--- config.mk ---
export PLATFORM = sky130hd
export DESIGN_NAME = cereal_rx
export DESIGN_NICKNAME = d
export VERILOG_FILES = /design/src/rtl/cereal_rx.sv
export SDC_FILE = /design/constraint.sdc
export NUM_CORES = 1
export LEC_CHECK = 0
export CORE_ASPECT_RATIO = 0.9
export CORE_MARGIN = 2
export CORE_UTILIZATION = 58
export DETAILED_ROUTE_END_ITERATION = 8
export PLACE_DENSITY = 0.78
export SETUP_SLACK_MARGIN = 0.4
export SLEW_MARGIN = 20
export SYNTH_ARGS = -nofsm -noshare
export SYNTH_HDL_FRONTEND = slang
export SYNTH_SLANG_ARGS = --single-unit
--- constraint.sdc ---
create_clock -name sysclk -period 2.55 [get_ports sysclk]
set_input_delay 0.51 -clock sysclk [delete_from_list [all_inputs] [get_ports sysclk]]
set_output_delay 0.51 -clock sysclk [all_outputs]
set_load 0.03 [all_outputs]
--- src/rtl/cereal_rx.sv ---
// Serial receiver: 8N1 frames sampled from an idle-high line, bytes queued in a
// small show-ahead FIFO for a downstream consumer.
//
// state      | meaning
// -----------+---------------------------------------------------------------
// S_IDLE     | line idle, waiting for a falling edge on rx_s
// S_START    | half a bit into the start bit, confirming it is still low
// S_DATA     | sampling 8 data bits LSB first at the end of each bit period
// S_STOP     | sampling the stop bit; high pushes the byte, low flags an error
// S_WAIT_IDLE| framing error seen, holding off until the line returns high
module cereal_rx #(
    parameter int CLKS_PER_BIT = 434,
    parameter int DEPTH        = 4
) (
    input  logic                     sysclk,
    input  logic                     rst,
    input  logic                     serial_in,
    input  logic                     rd_en,
    output logic [7:0]               data_out,
    output logic                     data_valid,
    output logic                     frame_err,
    output logic                     overflow,
    output logic                     busy,
    output logic [$clog2(DEPTH):0]   count
);

    localparam int CW   = $clog2(CLKS_PER_BIT);
    localparam int PW   = $clog2(DEPTH);
    localparam int CNTW = PW + 1;

    localparam logic [CW-1:0]   CNT_LAST = CW'(CLKS_PER_BIT - 1);
    localparam logic [CW-1:0]   CNT_HALF = CW'(CLKS_PER_BIT / 2 - 1);
    localparam logic [CNTW-1:0] FULL_CNT = CNTW'(DEPTH);

    typedef enum logic [2:0] {
        S_IDLE,
        S_START,
        S_DATA,
        S_STOP,
        S_WAIT_IDLE
    } state_t;

    logic            sync1_q, sync2_q;
    logic            rx_s;

    state_t          state_q, state_d;
    logic [CW-1:0]   clk_cnt_q, clk_cnt_d;
    logic [2:0]      bit_idx_q, bit_idx_d;
    logic [7:0]      shreg_q, shreg_d;
    logic            push_q, push_d;
    logic            ferr_q, ferr_d;

    logic [7:0]      mem_q [DEPTH];
    logic [PW-1:0]   wr_ptr_q, rd_ptr_q;
    logic [CNTW-1:0] count_q;
    logic            ovf_q;

    logic            pop;
    logic            full;
    logic            wr;

    assign rx_s = sync2_q;

    // Two-flop synchroniser on the asynchronous line; resets to the idle level.
    always_ff @(posedge sysclk) begin
        if (rst) begin
            sync1_q <= 1'b1;
            sync2_q <= 1'b1;
        end else begin
            sync1_q <= serial_in;
            sync2_q <= sync1_q;
        end
    end

    // Receiver FSM and bit-timing registers.
    always_ff @(posedge sysclk) begin
        if (rst) begin
            state_q   <= S_IDLE;
            clk_cnt_q <= '0;
            bit_idx_q <= '0;
            shreg_q   <= '0;
            push_q    <= 1'b0;
            ferr_q    <= 1'b0;
        end else begin
            state_q   <= state_d;
            clk_cnt_q <= clk_cnt_d;
            bit_idx_q <= bit_idx_d;
            shreg_q   <= shreg_d;
            push_q    <= push_d;
            ferr_q    <= ferr_d;
        end
    end

    // Next-state logic: start confirmation at mid-bit, data/stop sampled at bit end.
    always_comb begin
        state_d   = state_q;
        clk_cnt_d = clk_cnt_q;
        bit_idx_d = bit_idx_q;
        shreg_d   = shreg_q;
        push_d    = 1'b0;
        ferr_d    = 1'b0;
        unique case (state_q)
            S_IDLE: begin
                clk_cnt_d = '0;
                bit_idx_d = '0;
                if (!rx_s) state_d = S_START;
            end
            S_START: begin
                if (clk_cnt_q == CNT_HALF) begin
                    clk_cnt_d = '0;
                    state_d   = rx_s ? S_IDLE : S_DATA;
                end else begin
                    clk_cnt_d = clk_cnt_q + CW'(1);
                end
            end
            S_DATA: begin
                if (clk_cnt_q == CNT_LAST) begin
                    clk_cnt_d          = '0;
                    shreg_d[bit_idx_q] = rx_s;
                    if (bit_idx_q == 3'd7) begin
                        bit_idx_d = '0;
                        state_d   = S_STOP;
                    end else begin
                        bit_idx_d = bit_idx_q + 3'd1;
                    end
                end else begin
                    clk_cnt_d = clk_cnt_q + CW'(1);
                end
            end
            S_STOP: begin
                if (clk_cnt_q == CNT_LAST) begin
                    clk_cnt_d = '0;
                    if (rx_s) begin
                        push_d  = 1'b1;
                        state_d = S_IDLE;
                    end else begin
                        ferr_d  = 1'b1;
                        state_d = S_WAIT_IDLE;
                    end
                end else begin
                    clk_cnt_d = clk_cnt_q + CW'(1);
                end
            end
            S_WAIT_IDLE: begin
                if (rx_s) state_d = S_IDLE;
            end
            default: state_d = S_IDLE;
        endcase
    end

    assign pop  = rd_en && (count_q != '0);
    assign full = (count_q == FULL_CNT);
    // A pop in the same cycle frees the slot, so a full FIFO still accepts the byte.
    assign wr   = push_q && (!full || pop);

    // FIFO storage; contents need no reset because data_out is masked when empty.
    always_ff @(posedge sysclk) begin
        if (wr) mem_q[wr_ptr_q] <= shreg_q;
    end

    // FIFO pointers, occupancy and sticky overflow flag.
    always_ff @(posedge sysclk) begin
        if (rst) begin
            wr_ptr_q <= '0;
            rd_ptr_q <= '0;
            count_q  <= '0;
            ovf_q    <= 1'b0;
        end else begin
            if (wr)  wr_ptr_q <= wr_ptr_q + PW'(1);
            if (pop) rd_ptr_q <= rd_ptr_q + PW'(1);
            if (wr && !pop)      count_q <= count_q + CNTW'(1);
            else if (!wr && pop) count_q <= count_q - CNTW'(1);
            if (push_q && full && !pop) ovf_q <= 1'b1;
        end
    end

    assign data_valid = (count_q != '0);
    assign data_out   = data_valid ? mem_q[rd_ptr_q] : 8'h00;
    assign frame_err  = ferr_q;
    assign overflow   = ovf_q;
    assign busy       = (state_q != S_IDLE);
    assign count      = count_q;

endmodule
==> results.md <==
Outcome:
- The flow ran to the end, and the final reports show no timing, DRC or antenna violations.

Cells and area:
- The top cell types in the final layout, fill and taps aside, are 34 x dfxtp_1, 32 x edfxtp_1, 13 x nand2_1, 13 x nor2_1.
- The area added between synthesis and finish is 20.06%.
- Leaving out fill and tap cells, the most frequent cell in the layout is dfxtp_1.
- Once layout is complete, the cells apart from fillers number 357.
- The fraction of layout instances using a drive strength above 1 is 0.2690.
- The count of inserted antenna diode cells is 0.
- In the final design database the tool counted 300 nets.
- The end-of-flow core utilization is 0.7125.

Floorplanning:
- The initial core utilization is 0.5935.
- The die height is about 73 um.
- The total die area is 5879 um2.
- The x dimension of the die is between 80 and 90 um.
- The region available for standard cell placement spans 5161 um2.
- The total number of placement rows is 25.
- The I/O pin count is 19.

Hold path:
- In this run the most critical hold path is launched from sync1_q.
- The class of the tightest hold or removal check is flop to flop.
- The end point of the most critical hold path is rx_s.
- Along the worst hold path, the cell count comes to 1.

Route:
- In this run, the number of DRC markers left after iteration 0 of detailed routing was between 60 and 70.
- Using the TritonRoute via totals, the vias-per-cell ratio works out to 5.437.
- The detailed router placed 1941 vias in this run.
- The DRC violation count after routing is 0.
- The remaining antenna violation count after routing is 0.
- The total detailed-routing wirelength is around 5.5 mm.
- In the final routed layout, each cell accounts on average for roughly 15 um.
- The number of detailed-routing iterations run before antenna repair is 5.

Synth:
- The area fraction of the dominant cell type after synthesis is 0.3137.
- The number of nets handed over by synthesis was ~270.
- The synthesized design contains approximately 70 register bits.
- The synthesized area is around 3100 um2.
- Synthesis handed over a netlist of ~250 instances.
- After synthesis, the cell types taking the most area are edfxtp_1 31%, dfxtp_1 24%, mux4_2 5.9%, ha_1 4.1%, mux2i_1 3.3%.
- The post-synthesis area per instance is 12.20 um2.
- The number of flops mapped to enable cells by yosys is 32.
- The part of the Yosys area used for sequential elements is 0.5556.
- The number of warnings issued by yosys is 0.
- The biggest area contributor in the post-synthesis netlist is edfxtp_1.
- The async set-or-reset flop fraction in the synthesized netlist is 0.
- The count of cell types in the netlist is 50.
- The prevailing post-synth register cell is dfxtp_1.

Timing:
- The number of pins exceeding their max-slew limit in the final report was 0.
- Setup repair after global routing could not meet its margin everywhere.
- The tightest hold path in the finished design has a slack of 410.5 ps.
- At the pin with the least slew margin, the transition time is around 460 ps.
- The maximum clock rate is between 400 and 500 MHz.
- In this run the tightest slew margin relative to its limit is 0.6913.
- The post-route fraction of the period consumed by the critical path is 0.8626.
- The worst path meets setup with about 350 ps of slack.
- Setup violations remaining at the end of the flow were counted as 0.
- The final critical-path required period is ~2200 ps.
- The number of failing hold endpoints at the final stage is 0.
- The final setup skew is around 6.9 ps.

Worst setup path:
- For this run, the slowest stage of the critical path takes approximately 420 ps.
- In this run the critical register-to-register path is launched from count[1].
- The slowest stage cell on the critical path is or3_4.
- The reg-to-reg critical path endpoint is count[2].
- The signal on the critical path passes through or3_4 -> buf_12 -> buf_4 -> and2_4 -> buf_6.
- The critical path is of the flop to output pin type.
- The startpoint class of the critical path is a flop.
- The worst setup path is captured at an output pin.
- At the worst endpoint, the required time is between 2000 and 2500 ps.
- Setup slack on the worst reg-to-reg path comes out at approximately 380 ps.
- Data arrives at the worst endpoint at 1690 ps.
- The largest fanout on the critical path is 9.
- The number of cell instances on the worst register-to-register path is 8.

Power:
- The proportion of total power due to net switching is 0.2140.
- The internal portion of total power is roughly 1.6 mW.
- VDD sags by at most 380.8 uV.
- Overall power consumption after layout is estimated at roughly 2.1 mW.
- The share of total power dissipated in sequential elements is 0.553.
- The switching power summed over all nets is roughly 450 uW.
- The share of total power dissipated in the clock network is 0.403.
- The leakage power is about 1.4 nW.
- The power density over the cells is about 570 nW/um2.
- The share of total power dissipated in combinational logic is 0.043.

Clocking:
- Clock tree synthesis found a total of 69 sinks.
- The clock transition time at the flip-flop clock pins of the worst setup and hold paths is ~70 ps.
- The tree is rooted in a clkbuf_8.
- The clock reaches the later pin of the worst-skew pair after around 340 ps.
- TritonCTS built the clock tree.
- The number of levels in the clock H-tree is 3.
- The number of buffers between clock root and the deepest sink is 2.
- The clock buffer count from CTS is 9.
- The count of hold-fix buffers inserted at cts is 0.

Place:
- The placed instance count is 330.
- Timing analysis after detailed placement gives a worst setup slack of -27.64 ps.
- The half-perimeter wire length of the detailed placement result is ~3.6 mm.
- In this run the tool buffered the top-level ports with 18 buffer cells.
- Routability-driven placement finished with a final weighted congestion of between 0.7 and 0.8.

Global route:
- The number of antenna violations at the first check in global routing is 0.
- The via count of the first global-routing pass was 1906.
- Entering global routing, the biggest net connects 18 pins.
- The total track usage is 0.2157.
- The wire length of the first global-routing pass is 9.211 mm.
- For this run the aggregate overflow at the end of global routing stands at 0.

Job:
- The max-cap check violation count is 0.
per-layer routing:
metal	global-route usage	vias to the layer above	wire (um)
met5	0	-	0
met4	0.1073	0	113
met3	0.05569	8	134
met2	0.3639	21	2807
met1	0.2572	917	2461
li1	-	995	-
worst max path at each step:
| stage | from | slack [ps] | end |
|---|---|---|---|
| 6_report | count[1] | 350 | data_out[2] |
| 5_1_grt | flop | 280 | data_out[5] |
| 4_1_cts | flop | 260 | data_out[0] |
| 3_5_place_dp | rd_en | -30 | count[2] |
| 3_3_place_gp | rd_en | 60 | count[2] |
| 2_1_floorplan | count[2] | 450 | count[2] |
kinds of logic (layout without fill, tap and decap cells):
kind of cell | Yosys count | count (layout) | synth area share
AOI/OAI and AO/OA | 35 | 35 | 0.07067
adders and majority gates | 11 | 11 | 0.04739
DFF | 69 | 69 | 0.5556
xor gates and xnor gates | 7 | 7 | 0.02002
buffers and inverters | 17 | 56 | 0.02369
muxes | 18 | 18 | 0.09150
and+or+nand+nor | 94 | 94 | 0.1912
sequential cells by signal (all words and copies together) (netlist names), named ones only:
signal / cells
state_q: 3
mem_q: 32
push_q: 1
bit_idx_q: 3
shreg_q: 8
wr_ptr_q: 2
sync1_q: 1
clk_cnt_q: 9
overflow: 1
rd_ptr_q: 2
rx_s: 1
frame_err: 1
count: 3
power groups by stage:
stage	logic [mW]	clock network [mW]	registers, mW
6_report	0.0907	0.844	1.16
3_3_place_gp	0.0677	0	1.18
4_1_cts	0.0525	0.871	1.15
5_1_grt	0.0983	0.913	1.16
3_5_place_dp	0.0696	0	1.18
2_1_floorplan	0.0420	0	1.18
final cells by class:
class,count,area [um2]
Multi-Input combinational cell,165,1344
Clock inverter,6,63.81
Timing Repair Buffer,34,327.8
Clock buffer,10,127.6
Inverter,6,22.52
Sequential cell,69,1708
Fill cell,365,1484
Tap cell,67,83.83
Yosys cell counts, drive strengths merged, types with 5 or more instances:
cell     n
or3      5
and2    14
nor2    13
clkbuf   8
a21oi   13
mux2i   10
ha      10
inv      6
edfxtp  32
nand3    7
o21ai    6
nand2b  11
nor4     5
dfxtp   37
nand2   14
mux4     8
worst max-delay path: cells and delay by family, from the launching register on:
kind          cells  cell delay [ps]
simple gates      2              570
buf+inv           3              410
flops             1              370
repair_timing:
action	in CTS	in global routing
pin swaps	3	10
gates resized for setup	65	20
buffers inserted	7	4
setup endpoints to repair	11	12
metrics by stage:
stage	TNS, ps	cell area, um2
after floorplan	0	3067
after global placement	0	3317
after detailed placement	-27.64	3317
after CTS	0	3610
after global routing	0	3677
final	0	3677
Power figures use the tool's default switching activity.
==> edit, RTL diff (same flow settings) <==
`DEPTH`: 4 -> 2.
--- a/src/rtl/cereal_rx.sv
+++ b/src/rtl/cereal_rx.sv
@@ -10,7 +10,7 @@
 // S_WAIT_IDLE| framing error seen, holding off until the line returns high
 module cereal_rx #(
     parameter int CLKS_PER_BIT = 434,
-    parameter int DEPTH        = 4
+    parameter int DEPTH        = 2
 ) (
     input  logic                     sysclk,
     input  logic                     rst,
Ports: changed (resized count); port bits go from 19 to 18. No check against the original RTL was run, so the function may have changed too.
==> edit against the unedited design <==
  * Synthesized area fell by 30%
  * Total power is 22% lower
  * Worst setup slack better by 190 ps
  * Design area decreased by 31%
  * Die area decreased by 28%
  * Combinational power rose to 3.5 times the old value
  * Sequential cell count is 20 lower
  * Wire length is 28% lower
  * Critical path type unchanged
  * Highest routed layer unchanged
==> edit: results (changes against the unedited design) <==
[status]
status = completed

[power]
ir_worst_vdd_mv = 0.4962  ; +30%
power_leakage_nw = 0.9621  ; -34%

[cells_and_area]
num-multi-input-gates = 154  ; -6.7%
fillers = 277  ; -24%
multi_input_area_share_pct = 40.25  ; +3.7 points
regArea_mm2 = 0.001144  ; -33%
buffer_area_share_pct = 8.040  ; -0.87 points
nClkBuffers = 6  ; -4

[route]
wl_per_cell_um = 14.04  ; -9.1%
wl_um = 3988  ; -28%
drtIter0Drc = 107  ; +60%

[cts]
cts_setup_buffers = 0  ; -7

[global_routing]
grt_usage_pct = 21.40  ; -0.17 points

[synth]
synth_area_leaders = dfxtp_1 31%, edfxtp_1 22%, mux2i_1 7.4%
synth_nets = 224  ; -16%
ys_types = 40  ; -20%
ys_ff_latch = 49  ; -29%
yosysSeqAreaShare_pct = 52.93  ; -2.6 points
synth_xor_area_share_pct = 1.625  ; -0.38 points

[worst_setup_path]
cp_top_family = buffers and inverters
ff2ff_path_depth = 5  ; -3
critical_path.startpoint = count[0]
slowest_delay_ps = 730  ; +310 ps
reg2reg_from = state_q[1]
slowest_stage = clkdlybuf4s50_1
r2r_setup_slack_ps = 550  ; +170 ps
critPathArrivalTime_ps = 1500  ; -190 ps

[sta]
slew_headroom_pct = 71.76  ; +2.6 points
fin_crit_sh_pct = 78.77  ; -7.5 points
finClkSkew_ps = 8.964  ; +2.072 ps

[placement]
place_congestion = 0.8279  ; +11%
dpl.cell_count = 274  ; -17%
dp_hpwl_um = 2842  ; -21%
postPlaceCellArea_mm2 = 0.002391  ; -28%

==> edit: cell count changes after synthesis, sizes merged, moves of 4 or more <==
cell / unedited run / this run
a21oi: 13 / 7
a31oi: 1 / 7
nor4: 5 / 1
nand3b: 1 / 5
nand2b: 11 / 3
edfxtp: 32 / 16
and2: 14 / 2
mux4: 8 / 0
mux2i: 10 / 16
ha: 10 / 6
dfxtp: 37 / 33
nand3: 7 / 13
nor2: 13 / 32
==> edit: power by group through the flow <==
stage	logic (W)	registers [W]	clock network, W
final	0.000315	0.000870	0.000444
after CTS	0.000297	0.000864	0.000457
after floorplan	0.000216	0.000865	0
after global routing	0.000343	0.000877	0.000502
after detailed placement	0.000281	0.000880	0
after global placement	0.000272	0.000878	0
==> edit: metal layers <==
layer	track usage (%)	part of all wire [%]	wire [um]	up-vias
met1	26.28	44	1750	770
li1	-	-	-	814
met3	6.126	4.3	172	6
met2	36.34	50	2008	41
met5	0	0	0	-
met4	7.714	1.4	57	0
